`config.mk`:
```
export PLATFORM = sky130hd
export DESIGN_NAME = axis_pkt_arbiter
export DESIGN_NICKNAME = d
export VERILOG_FILES = /design/src/rtl/axis_arb_pkg.sv /design/src/rtl/axis_rr_select.sv /design/src/rtl/axis_pkt_arbiter.sv
export SDC_FILE = /design/constraint.sdc
export NUM_CORES = 1
export LEC_CHECK = 0
export ABC_AREA = 1
export BUFFER_PORTS_ARGS = -buffer_cell sky130_fd_sc_hd__buf_4
export CAP_MARGIN = 20
export CORE_UTILIZATION = 32
export CTS_CLUSTER_DIAMETER = 60
export DETAILED_ROUTE_END_ITERATION = 10
export PLACE_DENSITY = 0.86
export SYNTH_ARGS = -nofsm -noshare
export SYNTH_HDL_FRONTEND = slang
export SYNTH_SLANG_ARGS = --single-unit
export TNS_END_PERCENT = 20
```
`constraint.sdc`:
```
create_clock -name clk -period 2.3 [get_ports clk]
set_clock_uncertainty 0.2 [all_clocks]
set_input_delay 0.69 -clock clk [delete_from_list [all_inputs] [get_ports clk]]
set_output_delay 0.69 -clock clk [all_outputs]
set_load 0.03 [all_outputs]
```
`src/rtl/axis_arb_pkg.sv`:
```
// Shared definitions for the packet arbiter: FSM state encoding and the
// round-robin next-grant function used by axis_rr_select.
package axis_arb_pkg;

  localparam int MAX_S_COUNT   = 8;
  localparam int MAX_SEL_WIDTH = 3;

  typedef enum logic {
    ST_IDLE = 1'b0,
    ST_BUSY = 1'b1
  } arb_state_t;

  // First requester after 'last', wrapping modulo count; returns 'last' if nobody requests.
  function automatic logic [MAX_SEL_WIDTH-1:0] rr_next(
    input logic [MAX_S_COUNT-1:0]   req,
    input logic [MAX_SEL_WIDTH-1:0] last,
    input int                       count
  );
    logic [MAX_SEL_WIDTH-1:0] result;
    logic                     found;
    int                       idx;
    result = last;
    found  = 1'b0;
    idx    = 0;
    for (int k = 1; k <= MAX_S_COUNT; k++) begin
      if ((k <= count) && (count > 0)) begin
        idx = (int'(last) + k) % count;
        if (!found && req[idx[MAX_SEL_WIDTH-1:0]]) begin
          result = idx[MAX_SEL_WIDTH-1:0];
          found  = 1'b1;
        end else begin
          found  = found;
        end
      end else begin
        found = found;
      end
    end
    return result;
  endfunction

endpackage

```
`src/rtl/axis_rr_select.sv`:
```
// Combinational round-robin priority encoder: picks the next requester
// after last_grant and flags whether any request is pending.
module axis_rr_select
  import axis_arb_pkg::*;
#(
  parameter int S_COUNT   = 2,
  parameter int SEL_WIDTH = $clog2(S_COUNT)
) (
  input  logic [S_COUNT-1:0]   req,
  input  logic [SEL_WIDTH-1:0] last_grant,
  output logic [SEL_WIDTH-1:0] grant,
  output logic                 any_req
);

  logic [MAX_S_COUNT-1:0]   req_ext_s;
  logic [MAX_SEL_WIDTH-1:0] last_ext_s;
  logic [MAX_SEL_WIDTH-1:0] next_s;

  // Widen to the package's fixed function width and select the next grant.
  always_comb begin
    req_ext_s                   = '0;
    req_ext_s[S_COUNT-1:0]      = req;
    last_ext_s                  = '0;
    last_ext_s[SEL_WIDTH-1:0]   = last_grant;
    next_s                      = rr_next(req_ext_s, last_ext_s, S_COUNT);
    grant                       = next_s[SEL_WIDTH-1:0];
    any_req                     = |req;
  end

endmodule

```
`src/rtl/axis_pkt_arbiter.sv`:
```
// Packet-level round-robin AXI-Stream arbiter: holds a grant until tlast.
// Optional m_axis_tid output (source index) enabled by macro AXIS_ARB_TID_EN.
module axis_pkt_arbiter
  import axis_arb_pkg::*;
#(
  parameter  int S_COUNT    = 2,
  parameter  int DATA_WIDTH = 32,
  localparam int SEL_WIDTH  = $clog2(S_COUNT)
) (
  input  logic                          clk,
  input  logic                          rst,
  input  logic [S_COUNT*DATA_WIDTH-1:0] s_axis_tdata,
  input  logic [S_COUNT-1:0]            s_axis_tvalid,
  output logic [S_COUNT-1:0]            s_axis_tready,
  input  logic [S_COUNT-1:0]            s_axis_tlast,
  output logic [DATA_WIDTH-1:0]         m_axis_tdata,
  output logic                          m_axis_tvalid,
  input  logic                          m_axis_tready,
  output logic                          m_axis_tlast
`ifdef AXIS_ARB_TID_EN
  ,
  output logic [SEL_WIDTH-1:0]          m_axis_tid
`endif
);

  arb_state_t           state_r;
  logic [SEL_WIDTH-1:0] grant_r;
  logic [SEL_WIDTH-1:0] last_grant_r;
  logic [SEL_WIDTH-1:0] sel_s;
  logic                 any_req_s;

  axis_rr_select #(
    .S_COUNT   (S_COUNT),
    .SEL_WIDTH (SEL_WIDTH)
  ) u_sel (
    .req        (s_axis_tvalid),
    .last_grant (last_grant_r),
    .grant      (sel_s),
    .any_req    (any_req_s)
  );

  // Arbitration FSM: grant on request in IDLE, release after the accepted tlast beat.
  always_ff @(posedge clk or posedge rst) begin
    if (rst) begin
      state_r      <= ST_IDLE;
      grant_r      <= '0;
      last_grant_r <= SEL_WIDTH'(S_COUNT - 1);
    end else begin
      case (state_r)
        ST_IDLE: begin
          if (any_req_s) begin
            grant_r <= sel_s;
            state_r <= ST_BUSY;
          end else begin
            state_r <= ST_IDLE;
          end
        end
        ST_BUSY: begin
          if (m_axis_tvalid && m_axis_tready && m_axis_tlast) begin
            state_r      <= ST_IDLE;
            last_grant_r <= grant_r;
          end else begin
            state_r <= ST_BUSY;
          end
        end
        default: begin
          state_r <= ST_IDLE;
        end
      endcase
    end
  end

  // Zero-latency mux from the granted source; everything quiet outside BUSY.
  always_comb begin
    m_axis_tdata  = '0;
    m_axis_tvalid = 1'b0;
    m_axis_tlast  = 1'b0;
    s_axis_tready = '0;
    if (state_r == ST_BUSY) begin
      m_axis_tdata           = s_axis_tdata[int'(grant_r)*DATA_WIDTH +: DATA_WIDTH];
      m_axis_tvalid          = s_axis_tvalid[grant_r];
      m_axis_tlast           = s_axis_tlast[grant_r];
      s_axis_tready[grant_r] = m_axis_tready;
    end else begin
      s_axis_tready = '0;
    end
  end

`ifdef AXIS_ARB_TID_EN
  // Source tag follows the grant only while a packet is in flight.
  always_comb begin
    if (state_r == ST_BUSY) begin
      m_axis_tid = grant_r;
    end else begin
      m_axis_tid = '0;
    end
  end
`endif

endmodule

```
==> results.yml, run 1 <==
power:
  ir_drop_v: 0.00105
  p_leak_nw: 0.866
  p_seq_share_pct: 5.0
  p_sw_mw: 1.45
  swShare_pct: 60.9
  pwr-share-comb_pct: 91.0
  power_density_nw_per_um2: 1530
  intPower_mw: 0.927
  p_clk_share_pct: 4.0
logic_synthesis:
  synth_area_per_cell_um2: 5.14
  ys_types: 22
  yosysTopAreaCellShare_pct: 33.9
  ys_seq_area_share_pct: 10.6
  syn_inst: 140
  yosysTopAreaCell: "nor2_1"
  ys.warnings.count: 0
  ys_ff_latch: 3
  syn_area_um2: 719
  synth_fp_nets: 211
  synth_area_leaders: "nor2_1 (34%), o21ai_0 (24%), dfrtp_1 (7.0%)"
clocking:
  insertion_delay_ns: 0.24
  cts_root_buffer: "clkbuf_4"
  cts-hold-fix-buffers: 0
  cts_made_buffers: 3
  cts.clk_slew.worst_paths_ns: 0.04
  h-tree-depth: 1
  cts_tree: "built"
  clk_path_buf_depth: 2
  clock_sinks: 3
timing:
  setup_tns_ns: 0
  fmax_ghz: 0.456
  finalHoldViolCount: 0
  rsz0062_at_grt: "no"
  finalSetupViolCount: 0
  finalCriticalPeriod_ns: 2.19
  tightest_slew_ns: 0.233
  slew_viol_final: 0
  post-route-period-util_pct: 95.4
  max_slew_margin_pct: 84.3
  hold_slack_ns: 0.119
global_route:
  grt_antenna_before_repair: 0
  grt_max_degree: 37
  grt.total_usage_pct: 26.8
  grt_pass1_vias: 1176
  busiest_layer: "met2"
  grt_pass1_wl_um: 5120
  grtUsageMet1_pct: 28.5
  use_met3_pct: 5.61
  overflow: 0
  use_met2_pct: 50.7
floorplanning:
  rows: 16
  start_util_pct: 35.2
  die_h_um: 49.4
  boundaryPins: 107
  die_w_um: 49.4
  die_area_um2: 2440
  coreArea_um2: 2040
layout:
  diodes: 0
  nFillCells: 172
  final_area_um2: 1550
  drive_above_1_share_pct: 51.2
  area_delta_synth_final_pct: 115
  final_common_cell: "buf_4"
  stdcell_count: 271
  regArea_um2: 77.6
  multi_input_area_um2: 538
  final_cell_mix: "buf_4 (110), nor2_1 (65), o21ai_0 (33)"
  layout.nets: 316
run_status:
  status: "finished, final reports clean"
worst_setup_path:
  rrSetupSlack_ns: 0.94
  crit_fanout: 10
  rr_startpoint: "grant_r"
  cp-startpoint: "grant_r"
  endpoint: "m_axis_tdata[0]"
  critical_path_class: "reg -> out"
  arrival_ns: 1.30
  worstPathRequired_ns: 1.41
  rr_worst_depth: 5
  r2r_end: "state_r"
  startpoint_type: "flop"
  crit_path_end_kind: "output port"
detailed_routing:
  drt-wirelength-per-cell_um: 11.6
  routed_wl_um: 3140
  drc: 0
  num_vias: 1270
  drt_pre_antenna_iters: 6
  drt_iter0_markers: 19
  viasPerCell: 4.69
  ant_nets: 0
placed_design:
  dpl_cell_area_um2: 1520
  dp.cells: 267
  numPortBuffers: 106
  gp_congestion: 0.747
  dp_hpwl_um: 2530
flow_run:
  drv_cap: 0
hold_path:
  hold_path_class: "in -> async"
-- layout make-up --
class,instances,share of cell area [%]
Tap cell,27,2.18
Sequential cell,3,5.00
Inverter,8,2.42
Multi-Input combinational cell,118,34.7
Clock buffer,4,1.69
Timing Repair Buffer,111,54.0
-- cell families (layout without fill, tap and decap cells) --
group,count (synthesis),in the layout,share of synthesized area (%)
flops,3,3,10.6
compound gates,37,37,27.7
simple gates,81,81,46.4
buf+inv,19,123,15.3
-- flip-flops by register name (all words and copies together), names as in the netlist --
name and cells:
last_grant_r 1, state_r 1, grant_r 1
-- stage by stage --
stage | util (%) | power [mW] | worst slack, ns
CTS | 75.6 | 2.37 | 0.0190
global route | 75.9 | 2.55 | 0.0267
detailed placement | 74.3 | 2.27 | 0.172
finish | 75.9 | 2.37 | 0.106
floorplan | - | 1.55 | 0.203
global placement | 74.3 | 2.22 | 0.207
-- worst max-delay path, stage by stage, from the launching register on --
cell and delay (ns):
dfrtp_2 0.46, buf_4 0.19, o21ai_0 0.18, nor2_1 0.06, buf_4 0.17
-- per-layer routing --
| layer | wire length (µm) | vias up |
|---|---|---|
| met5 | 0 | - |
| met4 | 42 | 0 |
| met3 | 198 | 7 |
| met2 | 1690 | 58 |
| met1 | 1210 | 550 |
| li1 | - | 655 |
-- power groups by stage --
stage	Sequential [mW]	Clock [mW]	Combinational, mW
2_1_floorplan	0.0964	0	1.45
4_1_cts	0.113	0.0983	2.16
5_1_grt	0.122	0.103	2.33
3_5_place_dp	0.114	0	2.16
6_report	0.119	0.0950	2.16
3_3_place_gp	0.112	0	2.11
-- synthesized netlist by cell type (all sizes together) --
library cell	instances
o21bai	1
inv	8
dfrtp	2
nor3	2
dfstp	1
nor2	65
o21ai	34
nand2	11
a21oi	2
clkbuf	2
nand4	1
buf	9
nand3	2
-- timing repair --
action / in CTS / in global routing
setup buffers: 0 / 0
resized for setup: 0 / 4
setup endpoints to repair: 0 / 20
-- worst min-delay path by stage --
stage | startpoint | endpoint
2_1_floorplan | rst | grant_r
3_3_place_gp | last_grant_r | last_grant_r
3_5_place_dp | last_grant_r | last_grant_r
4_1_cts | rst | state_r
5_1_grt | rst | state_r
6_report | rst | state_r
Power figures use the tool's default switching activity.
==> inputs of run 2 (changes only) <==
--- a/config.mk
+++ b/config.mk
@@ -8,10 +8,11 @@
 export ABC_AREA = 1
 export BUFFER_PORTS_ARGS = -buffer_cell sky130_fd_sc_hd__buf_4
 export CAP_MARGIN = 20
-export CORE_UTILIZATION = 32
+export CORE_UTILIZATION = 29
 export CTS_CLUSTER_DIAMETER = 60
 export DETAILED_ROUTE_END_ITERATION = 10
-export PLACE_DENSITY = 0.86
+export PLACE_DENSITY = 0.79
+export REMOVE_ABC_BUFFERS = 1
 export SYNTH_ARGS = -nofsm -noshare
 export SYNTH_HDL_FRONTEND = slang
 export SYNTH_SLANG_ARGS = --single-unit
==> constraint.sdc (replaced) <==
create_clock -name clk -period 2.5 [get_ports clk]
set_clock_uncertainty 0.2 [all_clocks]
set_input_delay 0.75 -clock clk [delete_from_list [all_inputs] [get_ports clk]]
set_output_delay 0.75 -clock clk [all_outputs]
set_load 0.03 [all_outputs]
==> run 2 against run 1 <==
Compared with the run above:
- via count is 4.3% lower
- global-route usage is 5.1 points lower
- worst setup slack better by 0.080 ns
- sequential cell count stayed put
- first-iteration DRC count is 16% lower
- critical path depth stayed put
- register-to-register slack better by 0.14 ns
- total power is 9.8% lower
- core utilization is 8.3 points lower
==> results.yml, run 2 (same netlist as run 1, synthesis figures left out) <==
clocking:
  cts-hold-fix-buffers: 0
  cts_tree: "built"
  postCtsResizedCells: 0
  cts.clk_slew.worst_paths_ns: 0.04
  insertion_delay_ns: 0.24
  cts_made_buffers: 3
  h-tree-depth: 1
  post_cts_buffers: 0
  cts_root_buffer: "clkbuf_4"
  clock_sinks: 3
  clk_path_buf_depth: 2
layout:
  final_cell_mix: "buf_4 (111), nor2_1 (65), o21ai_0 (34)"
  layout.nets: 316
  final_common_cell: "buf_4"
  diodes: 0
  reg_top3: "grant_r (1), last_grant_r (1), state_r (1)"
  area_delta_synth_final_pct: 114
  regArea_um2: 76.3
  final_area_um2: 1540
  nFillCells: 233
  multi_input_area_um2: 533
  drive_above_1_share_pct: 50.4
detailed_routing:
  num_vias: 1215
  drc: 0
  drt_iter0_markers: 16
  ant_nets: 0
  viasPerCell: 4.47
  drt-wirelength-per-cell_um: 10.9
  drt_pre_antenna_iters: 4
  routed_wl_um: 2960
floorplanning:
  start_util_pct: 31.6
  die_h_um: 51.8
  die_area_um2: 2680
  boundaryPins: 107
  rows: 17
  die_w_um: 51.8
  coreArea_um2: 2280
worst_setup_path:
  slowest_delay_ns: 0.48
  startpoint_type: "flop"
  crit_path_frequent_cell: "buf_4"
  cp-startpoint: "state_r"
  critPathBufInv: 2
  crit_fanout: 19
  critical_path.cell_chain: "buf_4, o21ai_0, nor2_1, buf_4"
  arrival_ns: 1.36
  worstPathRequired_ns: 1.55
  critPathTopFamily: "flip-flops"
  rr_worst_depth: 5
  rr_startpoint: "grant_r"
  slowest_stage: "dfrtp_1"
  critical_path_class: "reg -> out"
  r2r_end: "state_r"
  rrSetupSlack_ns: 1.08
  crit_path_end_kind: "output port"
timing:
  rsz0062_at_grt: "no"
  slew_viol_final: 0
  setup_tns_ns: 0
  fmax_ghz: 0.432
  tightest_slew_ns: 0.267
  finalSetupViolCount: 0
  finalHoldViolCount: 0
  post-route-period-util_pct: 92.6
  finalCriticalPeriod_ns: 2.31
  max_slew_margin_pct: 82.2
placed_design:
  gp_congestion: 0.745
  dpl_cell_area_um2: 1510
  dp_hpwl_um: 2320
  numPortBuffers: 106
global_route:
  grt_antenna_before_repair: 0
  grt_pass1_vias: 1030
  grt_max_degree: 37
  grt.total_usage_pct: 21.7
  overflow: 0
  grt_pass1_wl_um: 4480
power:
  ir_drop_v: 0.00105
  power_density_nw_per_um2: 1390
  p_leak_nw: 0.863
hold_path:
  hold_path_class: "in -> async"
flow_run:
  drv_cap: 0
run_status:
  status: "finished, final reports clean"
run 2: cell counts in the layout (fill, tap and decap cells not counted):
No cell type changed its count.
run 2: worst max path at each step:
stage	end	slack [ns]	cells after the start
floorplan	s_axis_tready[0]	0.01	2
global placement	m_axis_tvalid	0.29	6
detailed placement	m_axis_tvalid	0.28	6
CTS	m_axis_tdata[26]	0.18	4
global route	m_axis_tdata[14]	0.06	4
finish	m_axis_tdata[26]	0.19	4
run 2: through the flow:
step                      hold WS (ns)  util, %  setup slack (ns)  instances  power [mW]
after floorplan                  0.244        -            0.0127        129        1.31
after global placement           0.254     66.5             0.286        268        2.06
after detailed placement         0.255     66.5             0.276        268        2.07
after CTS                        0.195     67.6             0.184        272        2.16
after global routing             0.205     67.6            0.0574        272        2.30
final                            0.188     67.6             0.186        272        2.14
run 2: report_power, final:
| group | switching, mW | total [mW] | internal (mW) |
|---|---|---|---|
| registers | 0.0362 | 0.114 | 0.0782 |
| logic | 1.24 | 1.94 | 0.702 |
| clock network | 0.0262 | 0.0861 | 0.0599 |
run 2: area by class of cell:
cell class / instances / share of cell area (%)
clock buffer: 4 / 1.71
inverter: 8 / 2.28
multi-input combinational: 118 / 34.6
sequential: 3 / 4.96
tap: 28 / 2.28
timing repair buffer: 111 / 54.1
run 2: routing by layer:
layer  routed length [µm]  global-route usage, %  up-vias  share of wire, %
met2                 1460                   38.5       64                49
met4                   12                   4.95        0              0.41
met1                 1190                   26.4      497                40
met5                    0                      0        -                 0
li1                     -                      -      652                 -
met3                  302                   4.68        2                10
==> inputs of run 3 (changes only) <==
--- a/config.mk
+++ b/config.mk
@@ -5,10 +5,11 @@
 export SDC_FILE = /design/constraint.sdc
 export NUM_CORES = 1
 export LEC_CHECK = 0
-export ABC_AREA = 1
+export ABC_AREA = 0
 export BUFFER_PORTS_ARGS = -buffer_cell sky130_fd_sc_hd__buf_4
 export CAP_MARGIN = 20
-export CORE_UTILIZATION = 29
+export CORE_UTILIZATION = 28
+export CTS_BUF_LIST = sky130_fd_sc_hd__clkbuf_4 sky130_fd_sc_hd__clkbuf_8 sky130_fd_sc_hd__clkbuf_16
 export CTS_CLUSTER_DIAMETER = 60
 export DETAILED_ROUTE_END_ITERATION = 10
 export PLACE_DENSITY = 0.79
==> run 3 against run 2 <==
Compared with the run above:
- critical path depth is the same
- global-route usage decreased by 1.4 points
- sequential cell count unchanged
- routed wire length is 10% lower
- critical endpoint is now m_axis_tdata[7]
- cell count shrank 17%
- critical path type unchanged
- core utilization down 1.2 points
- register-to-register slack worse by 0.03 ns
- clock power grew 14%
- worst setup slack worse by 0.078 ns
- maximum frequency down 3.2%
- first-iteration DRC count down 63%
- synthesized cell count decreased by 34%
==> results.yml, run 3 <==
worst_setup_path:
  cp-startpoint: "grant_r"
  worstPathRequired_ns: 1.55
  rr_startpoint: "state_r"
  rr_worst_depth: 3
  rrSetupSlack_ns: 1.05
  crit_path_end_kind: "output port"
  startpoint_type: "flop"
  arrival_ns: 1.44
  r2r_end: "grant_r"
  crit_fanout: 25
  critical_path_class: "reg -> out"
floorplanning:
  rows: 17
  die_w_um: 51.2
  die_area_um2: 2620
  boundaryPins: 107
  coreArea_um2: 2250
  die_h_um: 51.2
  start_util_pct: 30.0
hold_path:
  hold_path_class: "in -> async"
detailed_routing:
  viasPerCell: 4.63
  drt-wirelength-per-cell_um: 11.7
  drc: 0
  num_vias: 1047
  drt_pre_antenna_iters: 4
  drt_iter0_markers: 6
  routed_wl_um: 2650
  ant_nets: 0
logic_synthesis:
  yosysTopAreaCell: "mux2i_1"
  ys_async_sr_fraction_pct: 100
  ys_seq_area_share_pct: 11.3
  synth_compound_area_share_pct: 3.14
  synth-adder-area-share_pct: 0
  synthXorXnorAreaFrac_pct: 0
  synth_edf_count: 0
  synthMuxAreaShare_pct: 50.3
  ys_ff_latch: 3
  synth_common_cells: "nor2_1 (36), mux2i_1 (34), nand2_1 (3)"
  synth_area_per_cell_um2: 7.28
  synthFlopType: "dfrtp_1"
  synth_top_family_by_area: "multiplexers"
  syn_inst: 93
  synth_area_leaders: "mux2i_1 (50%), nor2_1 (20%), dfrtp_1 (7.4%)"
  yosysTopAreaCellShare_pct: 50.3
  synthSimpleGateAreaFrac_pct: 25.1
  ys.warnings.count: 0
  syn_area_um2: 677
  ys_types: 19
  synth.most_common_cell: "nor2_1"
global_route:
  grt_pass1_vias: 1004
  grt_pass1_wl_um: 4060
  grt_antenna_before_repair: 0
  overflow: 0
  grt_max_degree: 37
  grt.total_usage_pct: 20.3
clocking:
  cts_made_buffers: 3
  insertion_delay_ns: 0.24
  postCtsResizedCells: 0
  cts_tree: "built"
  post_cts_buffers: 0
  clock_sinks: 3
  cts.clk_slew.worst_paths_ns: 0.04
  cts_root_buffer: "clkbuf_4"
  h-tree-depth: 1
  clk_path_buf_depth: 2
  cts-hold-fix-buffers: 0
layout:
  final_cell_mix: "buf_4 (108), nor2_1 (36), mux2i_1 (34)"
  reg_top3: "grant_r (1), last_grant_r (1), state_r (1)"
  area_delta_synth_final_pct: 121
  stdcell_count: 226
  diodes: 0
  drive_above_1_share_pct: 58.1
  layout.nets: 270
  final_common_cell: "buf_4"
timing:
  finalHoldViolCount: 0
  rsz0062_at_grt: "no"
  post-route-period-util_pct: 95.7
  slew_viol_final: 0
  finalSetupViolCount: 0
  tightest_slew_ns: 0.554
  fmax_ghz: 0.418
  finalCriticalPeriod_ns: 2.39
  max_slew_margin_pct: 63.0
flow_run:
  drv_cap: 0
placed_design:
  numPortBuffers: 106
  dp.cells: 222
  dp_hpwl_um: 2140
  gp_congestion: 0.665
power:
  power_density_nw_per_um2: 1010
  total_power_mw: 1.51
  ir_drop_v: 0.000729
  p_leak_nw: 0.870
run_status:
  status: "finished, final reports clean"
-- run 3: cell types whose count changed after synthesis, moves of 2 or more --
cell / previous run / this run
buf_2: 3 / 1
buf_4: 4 / 1
inv_1: 6 / 2
mux2i_1: 0 / 34
nand2_1: 8 / 3
nand2_2: 2 / 0
nor2_1: 65 / 36
o21ai_0: 34 / 0
-- run 3: kinds of logic (layout without fill, tap and decap cells) --
group,Yosys count,after routing
muxes,34,34
DFF,3,3
buffers and inverters,10,115
and+or+nand+nor,43,43
AOI/OAI and AO/OA,3,3
-- run 3: through the flow --
step,setup WS (ns),util [%],hold WS [ns],setup TNS (ns),area [µm²]
floorplan,-0.412,-,0.245,-14.49,619
global placement,0.313,65.0,0.256,0,1470
detailed placement,0.274,65.0,0.259,0,1470
CTS,0.101,66.4,0.172,0,1500
global route,0.0277,66.4,0.180,0,1500
finish,0.108,66.4,0.178,0,1500
-- run 3: worst max-delay path by stage --
stage,cells after the start,endpoint,slack (ns)
2_1_floorplan,2,m_axis_tdata[0],-0.41
3_3_place_gp,4,m_axis_tdata[28],0.31
3_5_place_dp,4,m_axis_tdata[28],0.27
4_1_cts,4,m_axis_tdata[7],0.10
5_1_grt,4,m_axis_tdata[9],0.03
6_report,4,m_axis_tdata[7],0.11
-- run 3: area by class of cell --
| cell class | instances | area [µm²] |
|---|---|---|
| Tap cell | 28 | 35.0 |
| Timing Repair Buffer | 108 | 811 |
| Fill cell | 187 | 758 |
| Sequential cell | 3 | 77.6 |
| Inverter | 3 | 11.3 |
| Clock buffer | 4 | 30.0 |
| Multi-Input combinational cell | 80 | 532 |
-- run 3: critical path: stages (launching register included) --
cell and delay [ns]:
dfrtp_2 0.34, buf_4 0.33, mux2i_1 0.26, nor2_1 0.07, buf_4 0.19
-- run 3: metal layers --
layer	vias to the layer above	track usage (%)	part of all wire [%]	wire, µm
li1	524	-	-	-
met1	457	18.5	34	913
met2	64	41.7	55	1470
met3	2	3.87	9.3	246
met4	0	9.26	0.83	22
met5	-	0	0	0
-- run 3: report_power, final --
part           switching [mW]  internal, mW  total, mW
Sequential             0.0104        0.0753     0.0857
Clock                  0.0275        0.0708     0.0983
Combinational           0.780         0.547       1.33
Total                   0.818         0.693       1.51
